==> src/rtl/iis_pkg.sv <==
// Shared definitions for the I2S receive path: sample width, channel codes,
// receiver FSM states and the bit-counter width helper.
package iis_pkg;

    localparam int IIS_DATA_W = 24;

    typedef enum logic {
        LEFT  = 1'b0,
        RIGHT = 1'b1
    } chan_e;

    typedef enum logic [1:0] {
        IDLE,
        ARM,
        SHIFT,
        HOLD
    } state_e;

    // Counter must be able to hold the value DATA_W itself.
    function automatic int cnt_width(input int w);
        return $clog2(w + 1);
    endfunction

    localparam int IIS_CNT_W = cnt_width(IIS_DATA_W);

endpackage

==> src/rtl/iis_edge_sync.sv <==
// Single-bit synchroniser into the system clock domain, plus a history flop
// that yields one-cycle rise/fall strobes on the synchronised value.
module iis_edge_sync #(
    parameter int SYNC_STAGES = 2
) (
    input  logic clk,
    input  logic rst,
    input  logic d,
    output logic q,
    output logic rise,
    output logic fall
);

    logic [SYNC_STAGES-1:0] sync;
    logic                   hist;

    always_ff @(posedge clk or posedge rst) begin
        if (rst) begin
            sync <= '0;
            hist <= 1'b0;
        end else begin
            sync <= {sync[SYNC_STAGES-2:0], d};
            hist <= sync[SYNC_STAGES-1];
        end
    end

    assign q    = sync[SYNC_STAGES-1];
    assign rise = q & ~hist;
    assign fall = ~q & hist;

endmodule

==> src/rtl/iis_read_logic.sv <==
// I2S receiver: oversamples bclk/lrclk/sdata_i in the system clock domain and
// delivers one left/right sample pair per frame with a single-cycle valid.
module iis_read_logic
    import iis_pkg::*;
#(
    parameter int DATA_W      = IIS_DATA_W,
    parameter int SYNC_STAGES = 2
) (
    input  logic              clk_100m,
    input  logic              rst,
    input  logic              en,
    input  logic              bclk,
    input  logic              lrclk,
    input  logic              sdata_i,
    output logic [DATA_W-1:0] ldata,
    output logic [DATA_W-1:0] rdata,
    output logic              valid,
    output logic              frame_err
);

    localparam int              CNT_W    = cnt_width(DATA_W);
    localparam logic [CNT_W-1:0] LAST_CNT = CNT_W'(DATA_W - 1);

    // Index 0 = bclk, 1 = lrclk, 2 = sdata_i; equal depth keeps them aligned.
    logic [2:0] pins, sync_q, sync_rise, sync_fall;
    assign pins = {sdata_i, lrclk, bclk};

    for (genvar i = 0; i < 3; i++) begin : g_sync
        iis_edge_sync #(.SYNC_STAGES(SYNC_STAGES)) u_sync (
            .clk  (clk_100m),
            .rst  (rst),
            .d    (pins[i]),
            .q    (sync_q[i]),
            .rise (sync_rise[i]),
            .fall (sync_fall[i])
        );
    end

    logic unused_sync;
    assign unused_sync = ^{sync_q[0], sync_rise[2:1], sync_fall};

    logic bclk_rise, lrclk_s, sdata_s;
    assign bclk_rise = sync_rise[0];
    assign lrclk_s   = sync_q[1];
    assign sdata_s   = sync_q[2];

    state_e            state;
    chan_e             chan;
    logic              lr_prev;
    logic              have_left;
    logic [CNT_W-1:0]  bit_cnt;
    logic [DATA_W-1:0] shreg, left_hold, word_next;
    logic              ch_change;

    assign ch_change = bclk_rise & (lrclk_s != lr_prev);
    assign word_next = {shreg[DATA_W-2:0], sdata_s};

    always_ff @(posedge clk_100m or posedge rst) begin
        if (rst) begin
            state     <= IDLE;
            chan      <= LEFT;
            lr_prev   <= 1'b0;
            have_left <= 1'b0;
            bit_cnt   <= '0;
            shreg     <= '0;
            left_hold <= '0;
            ldata     <= '0;
            rdata     <= '0;
            valid     <= 1'b0;
            frame_err <= 1'b0;
        end else begin
            valid     <= 1'b0;
            frame_err <= 1'b0;
            if (bclk_rise)
                lr_prev <= lrclk_s;

            if (!en) begin
                state     <= IDLE;
                bit_cnt   <= '0;
                shreg     <= '0;
                have_left <= 1'b0;
            end else if (bclk_rise) begin
                // The channel of the next word is the lrclk value at the edge.
                if (ch_change && state != ARM)
                    chan <= chan_e'(lrclk_s);

                case (state)
                    IDLE: if (ch_change) state <= ARM;
                    ARM: begin
                        shreg   <= {{(DATA_W-1){1'b0}}, sdata_s};
                        bit_cnt <= CNT_W'(1);
                        state   <= SHIFT;
                    end
                    SHIFT: begin
                        shreg   <= word_next;
                        bit_cnt <= bit_cnt + CNT_W'(1);
                        if (bit_cnt == LAST_CNT) begin
                            // LSB can coincide with the next slot's lrclk edge.
                            if (chan == LEFT) begin
                                left_hold <= word_next;
                                have_left <= 1'b1;
                            end else begin
                                if (have_left) begin
                                    ldata <= left_hold;
                                    rdata <= word_next;
                                    valid <= 1'b1;
                                end
                                have_left <= 1'b0;
                            end
                            state <= ch_change ? ARM : HOLD;
                        end else if (ch_change) begin
                            frame_err <= 1'b1;
                            have_left <= 1'b0;
                            bit_cnt   <= '0;
                            state     <= ARM;
                        end
                    end
                    HOLD: if (ch_change) state <= ARM;
                    default: state <= IDLE;
                endcase
            end
        end
    end

endmodule

==> config.mk <==
export PLATFORM = sky130hd
export DESIGN_NAME = iis_read_logic
export DESIGN_NICKNAME = d
export VERILOG_FILES = /design/src/rtl/iis_pkg.sv /design/src/rtl/iis_edge_sync.sv /design/src/rtl/iis_read_logic.sv
export SDC_FILE = /design/constraint.sdc
export NUM_CORES = 1
export LEC_CHECK = 0
export ABC_CLOCK_PERIOD_IN_PS = 3600
export CAP_MARGIN = 5
export CORE_UTILIZATION = 24
export CTS_CLUSTER_SIZE = 25
export DETAILED_ROUTE_END_ITERATION = 10
export PLACE_DENSITY = 0.41
export SYNTH_ARGS = -nofsm -noshare
export SYNTH_HDL_FRONTEND = slang
export SYNTH_SLANG_ARGS = --single-unit
==> constraint.sdc <==
create_clock -name clk_100m -period 3.6 [get_ports clk_100m]
set_input_delay 0.36 -clock clk_100m [delete_from_list [all_inputs] [get_ports clk_100m]]
set_output_delay 0.36 -clock clk_100m [all_outputs]
set_load 0.02 [all_outputs]
==> impl_metrics.env, run 1 <==
export IMPL_status="finished, violations left"
export IMPL_failed_checks="DRC"
export IMPL_post_place_ws_ns=0.733
export IMPL_synthMostInstantiatedCell="sky130_fd_sc_hd__dfrtp_1"
export IMPL_grt_setup_unrepaired="no"
export IMPL_post_cts_setup_buffers=0
export IMPL_grt_pass1_wl_mm=15.0
export IMPL_die_width_um=139
export IMPL_post_synth_inst_count=297
export IMPL_htreeDepth=4
export IMPL_ys_dominant_reg_cell="sky130_fd_sc_hd__dfrtp_1"
export IMPL_critPathArrivalTime_ns=3.04
export IMPL_placement_rows=49
export IMPL_ctsRootBufferMaster="sky130_fd_sc_hd__clkbuf_16"
export IMPL_ys_ff_latch=114
export IMPL_worst_skew_pair_late_latency_ns=0.41
export IMPL_synth_largest_area_cell="sky130_fd_sc_hd__dfrtp_1"
export IMPL_setup_viol=0
export IMPL_cts_inserted_buffers=17
export IMPL_ctsHoldBuffers=0
export IMPL_drcViolationCount=4
export IMPL_final_period_utilization_pct=76.5
export IMPL_number_of_antenna_violations_at_the_first_check_in_global_routing=0
export IMPL_vias_per_cell=4.27
export IMPL_synth_enable_flop_cells=0
export IMPL_maxCapViolCount=0
export IMPL_irDropWorstVdd_uv=310
export IMPL_path_max_fanout=29
export IMPL_grt_usage_pct=10.2
export IMPL_static_leakage_power_nw=2.83
export IMPL_finalPower_mw=2.99
export IMPL_clkSinkCount=114
export IMPL_finalInstanceArea_um2=5850
export IMPL_grt_start_max_net_pins=61
export IMPL_synth_warning_count=0
export IMPL_synth_cell_type_count=36
export IMPL_skew_ns=0.00813
export IMPL_critPathRequiredTime_ns=3.89
export IMPL_setup_worst_path_start_class="flop"
export IMPL_drt_total_wl_mm=8.68
export IMPL_detailroute_via_count=2555
export IMPL_fin_ws_ns=0.845
export IMPL_worst_slew_pin_slew_ns=0.981
export IMPL_postSynthAreaPerCell_um2=15.1
export IMPL_inserted_diodes=0
export IMPL_path_cells="ha_1 -> and4b_1 -> nand2_1 -> or3_2 -> buf_4 -> mux2_4"
export IMPL_worst_r2r_setup_slack_ns=0.84
export IMPL_dr_pass1_iterations=9
export IMPL_final_nets=368
export IMPL_clock_tree_from_tritoncts="built"
export IMPL_grt_overflow_total=0
export IMPL_place_gp_congestion=0.729
export IMPL_slew_viol_final=0
export IMPL_final_period_minus_worst_setup_slack_ns=2.76
export IMPL_fin_tns_setup_ns=0
export IMPL_drive_gt1_share_pct=29.5
export IMPL_setup_worst_path_end_class="flop"
export IMPL_ioPinCount=56
export IMPL_place_hpwl_mm=5.54
export IMPL_synth_async_sr_flop_share_pct=100
export IMPL_placement_cell_area_um2=5270
export IMPL_worstHoldPathType="reg -> reg"
export IMPL_max_clock_path_buffers=2
export IMPL_port_buffers=55
export IMPL_initial_core_util_pct=24.7
export IMPL_ys_top_cells_by_count="sky130_fd_sc_hd__dfrtp_1, sky130_fd_sc_hd__mux2_2, sky130_fd_sc_hd__mux2_4"
export IMPL_die_area_um2=19200
export IMPL_cts_reportedPaths_clkPinSlew_ns=0.05
export IMPL_timing_fmax_mhz=363
export IMPL_core_area_um2=18100
export IMPL_drt_iter0_drc=212
export IMPL_critPathKind="reg -> reg"
export IMPL_route_antenna_remaining_nets=0
export IMPL_critical_path_max_stage_delay_ns=0.83
export IMPL_first_global_vias=2762
export IMPL_power_density_cell_area_nw_per_um2=511
export IMPL_hold_worst_slack_ns=0.344
export IMPL_fraction_of_synthesized_cell_area_taken_by_the_top_area_cell_type_pct=63.7
export IMPL_synthesis_area_um2=4480
export IMPL_die_outline_height_um=139
export IMPL_detail_route_wl_per_cell_um=14.5
export IMPL_final_hold_violation_count=0
export IMPL_total_of_cells_resized_after_clock_tree_synthesis=0
export IMPL_synth_sequential_area_ratio_pct=63.7
export IMPL_synth_net_count=306
export IMPL_synthToLayoutAreaGrowth_pct=30.5
export IMPL_timing_critical_path_slowest_stage_cell="sky130_fd_sc_hd__or3_2"
export IMPL_synth_area_leaders="sky130_fd_sc_hd__dfrtp_1, sky130_fd_sc_hd__mux2_2, sky130_fd_sc_hd__mux2_4"
export IMPL_timing_max_slew_rel_slack_pct=34.5
==> flip-flops by register name, indices dropped and copies added (netlist names), 2 cells and up <==
register / count
bit_cnt: 5
state: 2
ldata: 24
rdata: 24
g_sync.u_sync.sync: 6
left_hold: 24
shreg: 23
==> final timing paths <==
kind,endpoint,startpoint,cells after the start
hold reg to reg,g_sync[0].u_sync.sync[1],g_sync[0].u_sync.sync[0],0
setup / recovery,ldata[4],bit_cnt[0],6
hold / removal,g_sync[0].u_sync.sync[1],g_sync[0].u_sync.sync[0],0
setup reg to reg,ldata[4],bit_cnt[0],6
max in group asynchronous,ldata[18],rst,3
min in group asynchronous,ldata[0],rst,2
==> report_power, final <==
part / leakage (nW) / internal, mW / total (mW) / switching, mW
clock network: 0.282 / 1.10 / 1.64 / 0.539
logic: 0.973 / 0.0135 / 0.0576 / 0.0441
registers: 1.57 / 1.29 / 1.29 / 0.00443
==> cells in the final DEF (no fill, tap or decap), types with 2 or more instances in the layout <==
cell type / n
sky130_fd_sc_hd__inv_1: 5
sky130_fd_sc_hd__clkbuf_16: 17
sky130_fd_sc_hd__o21ai_0: 6
sky130_fd_sc_hd__nor2_1: 4
sky130_fd_sc_hd__a22o_1: 22
sky130_fd_sc_hd__clkdlybuf4s50_1: 55
sky130_fd_sc_hd__ha_1: 3
sky130_fd_sc_hd__mux2_4: 29
sky130_fd_sc_hd__mux2_2: 43
sky130_fd_sc_hd__nand3_1: 9
sky130_fd_sc_hd__buf_4: 5
sky130_fd_sc_hd__clkbuf_1: 4
sky130_fd_sc_hd__bufinv_16: 2
sky130_fd_sc_hd__nand2b_1: 2
sky130_fd_sc_hd__a21oi_1: 3
sky130_fd_sc_hd__clkbuf_8: 5
sky130_fd_sc_hd__nand2_1: 15
sky130_fd_sc_hd__dfrtp_1: 114
sky130_fd_sc_hd__nand4b_1: 2
==> routing by layer <==
layer	up-vias	GRT usage (%)	share of wire, %
met4	0	6.73	2.8
met1	1290	12.0	46
met2	53	16.1	48
met5	-	0	0
li1	1197	-	-
met3	15	3.49	3.9
==> logic make-up after synthesis <==
logic type	after synthesis	share of synthesized area, %
compound gates	40	6.93
xor+xnor	1	0.196
fa+ha+maj	3	0.838
buf+inv	23	2.74
flops	114	63.7
mux	73	20.7
simple gates	43	4.89
==> area by class of cell <==
class,count,area (um2)
sequential,114,2850
inverter,6,25.0
clock buffer,26,509
tap,229,287
fill,1804,12300
clock inverter,4,72.6
timing repair buffer,60,588
multi-input combinational,160,1510
==> critical path, delay by kind of cell, from the launching register on <==
| kind | cells | cell delay [ns] |
|---|---|---|
| flip-flops | 1 | 0.39 |
| AND/OR/NAND/NOR | 3 | 1.23 |
| buffers and inverters | 1 | 0.37 |
| adder cells (fa/ha/maj) | 1 | 0.28 |
| multiplexers | 1 | 0.32 |
==> metrics by stage <==
stage | cells | util (%)
finish | 599 | 32.2
global route | 599 | 32.2
CTS | 599 | 32.2
detailed placement | 569 | 29.0
global placement | 569 | 29.0
floorplan | 297 | -
Power figures use the tool's default switching activity.
==> run 2, diff against run 1 <==
Settings changed: ABC_CLOCK_PERIOD_IN_PS 3600 to 2710, PLACE_DENSITY 0.41 to 0.4.
Clock period 3.6 ns to 2.71 ns, I/O delays scaled along.
==> impl_metrics.env, run 2 (synthesis results as in run 1) <==
export IMPL_status="finished, violations left"
export IMPL_failed_checks="DRC"
export IMPL_ctsHoldBuffers=0
export IMPL_ctsRootBufferMaster="sky130_fd_sc_hd__clkbuf_16"
export IMPL_number_of_antenna_violations_at_the_first_check_in_global_routing=0
export IMPL_drt_iter0_drc=116
export IMPL_vias_per_cell=4.25
export IMPL_htreeDepth=4
export IMPL_drive_gt1_share_pct=31.8
export IMPL_layout_filler_cells=1808
export IMPL_drt_total_wl_mm=8.86
export IMPL_critPathRequiredTime_ns=3.00
export IMPL_critPathArrivalTime_ns=2.66
export IMPL_clkSinkCount=114
export IMPL_place_hpwl_mm=5.78
export IMPL_worst_skew_pair_late_latency_ns=0.42
export IMPL_final_period_utilization_pct=87.4
export IMPL_clock_tree_from_tritoncts="built"
export IMPL_finalInstanceArea_um2=5980
export IMPL_p_sw_mw=0.832
export IMPL_critPathKind="reg -> reg"
export IMPL_irDropWorstVdd_uv=449
export IMPL_first_global_vias=2712
export IMPL_final_period_minus_worst_setup_slack_ns=2.37
export IMPL_grt_overflow_total=0
export IMPL_grt_setup_unrepaired="no"
export IMPL_worst_slew_pin_slew_ns=0.627
export IMPL_fin_tns_setup_ns=0
export IMPL_setup_worst_path_end_class="flop"
export IMPL_worst_r2r_setup_slack_ns=0.34
export IMPL_static_leakage_power_nw=2.90
export IMPL_sw_frac_of_total_pct=20.3
export IMPL_route_antenna_remaining_nets=0
export IMPL_path_max_fanout=17
export IMPL_initial_core_util_pct=24.7
export IMPL_timing_max_slew_rel_slack_pct=58.1
export IMPL_fin_ws_ns=0.341
export IMPL_final_hold_violation_count=0
export IMPL_grt_start_max_net_pins=43
export IMPL_post_cts_setup_buffers=0
export IMPL_detail_route_wl_per_cell_um=14.6
export IMPL_setup_worst_path_start_class="flop"
export IMPL_placed_cells=577
export IMPL_post_place_ws_ns=0.336
export IMPL_maxCapViolCount=0
export IMPL_die_width_um=139
export IMPL_cts_inserted_buffers=17
export IMPL_power_internal_mw=3.28
export IMPL_placement_cell_area_um2=5370
export IMPL_drcViolationCount=4
export IMPL_final_instance_count_excl_fill=609
export IMPL_clockPowerShare_pct=56.0
export IMPL_ff2ff_path_depth=6
export IMPL_final_cell_mix="sky130_fd_sc_hd__dfrtp_1, sky130_fd_sc_hd__clkdlybuf4s50_1, sky130_fd_sc_hd__mux2_2"
export IMPL_max_clock_path_buffers=2
export IMPL_core_area_um2=18100
export IMPL_multi_input_gate_area_in_the_final_layout_um2=1510
export IMPL_slew_viol_final=0
export IMPL_power_density_cell_area_nw_per_um2=687
export IMPL_synthToLayoutAreaGrowth_pct=33.5
export IMPL_timing_fmax_mhz=422
export IMPL_grt_usage_pct=10.2
export IMPL_regToRegEndpoint="left_hold[13]"
export IMPL_skew_ns=0.0101
export IMPL_port_buffers=55
export IMPL_die_outline_height_um=139
export IMPL_dr_pass1_iterations=9
export IMPL_placement_rows=49
export IMPL_storage_element_area_um2=2850
export IMPL_grt_pass1_wl_mm=14.9
export IMPL_final_nets=376
export IMPL_seqPwrFrac_pct=41.8
export IMPL_setup_viol=0
export IMPL_detailroute_via_count=2591
export IMPL_worstReg2RegStart="bit_cnt[0]"
export IMPL_inserted_diodes=0
export IMPL_die_area_um2=19200
export IMPL_cts_reportedPaths_clkPinSlew_ns=0.05
export IMPL_ioPinCount=56
export IMPL_place_gp_congestion=0.749
export IMPL_largestRegisters="ldata x24, left_hold x24, rdata x24"
export IMPL_final_common_cell="sky130_fd_sc_hd__dfrtp_1"
export IMPL_total_of_cells_resized_after_clock_tree_synthesis=0
export IMPL_p_comb_share_pct=2.1
export IMPL_worstHoldPathType="in -> async"
## run 2: cell types whose count changed in the layout (fill, tap and decap cells not counted), sizes merged
cell / change
clkinv: +5
bufinv: +1
clkbuf: -3
inv: -1
buf: +8
## run 2: how the worst max path moves through the flow
stage	from	endpoint	slack, ns	depth (start not counted)
CTS	bit_cnt[0]	left_hold[4]	0.32	6
global route	bit_cnt[0]	left_hold[12]	0.22	6
global placement	en	left_hold[13]	0.35	5
floorplan	bit_cnt[0]	left_hold[0]	0.64	7
finish	bit_cnt[0]	left_hold[13]	0.34	6
detailed placement	en	left_hold[15]	0.34	5
## run 2: power by group through the flow
stage	logic [mW]	clock network (mW)	registers [mW]
global placement	0.0909	0	1.75
floorplan	0.0507	0	1.75
detailed placement	0.0909	0	1.75
CTS	0.0912	2.36	1.72
global route	0.101	2.43	1.72
finish	0.0868	2.30	1.72
## run 2: worst max-delay path: stages (launching register included)
cell	delay [ns]
sky130_fd_sc_hd__dfrtp_1	0.38
sky130_fd_sc_hd__ha_1	0.26
sky130_fd_sc_hd__and4b_1	0.27
sky130_fd_sc_hd__nand2_1	0.10
sky130_fd_sc_hd__or4_2	0.63
sky130_fd_sc_hd__buf_4	0.26
sky130_fd_sc_hd__mux2_4	0.32
## run 2: through the flow
step	hold slack [ns]	util, %	power, mW
after floorplan	0.302	-	1.80
after global placement	0.334	29.6	1.84
after detailed placement	0.335	29.6	1.84
after CTS	0.283	33.0	4.17
after global routing	0.292	33.0	4.25
final	0.281	33.0	4.11
## run 2: layer usage
layer	vias to the layer above	share of wire [%]	global-route usage, %
met3	17	3.5	3.21
met5	-	0	0
met4	0	2.6	5.96
li1	1217	-	-
met2	44	46	15.4
met1	1313	48	12.7
## run 2: area by class of cell
class	count	area share (%)
well taps	229	4.79
flip-flops and latches	114	47.7
repair buffers	68	11.5
inverters	6	0.439
clock buffers	23	8.16
multi-input cells	160	25.3
clock inverters	9	2.13
==> run 3, diff against run 2 <==
Settings changed: HOLD_SLACK_MARGIN set to 0.1.
==> results of run 3 <==
The final DEF is identical to that of run 2; final timing and power are the same.
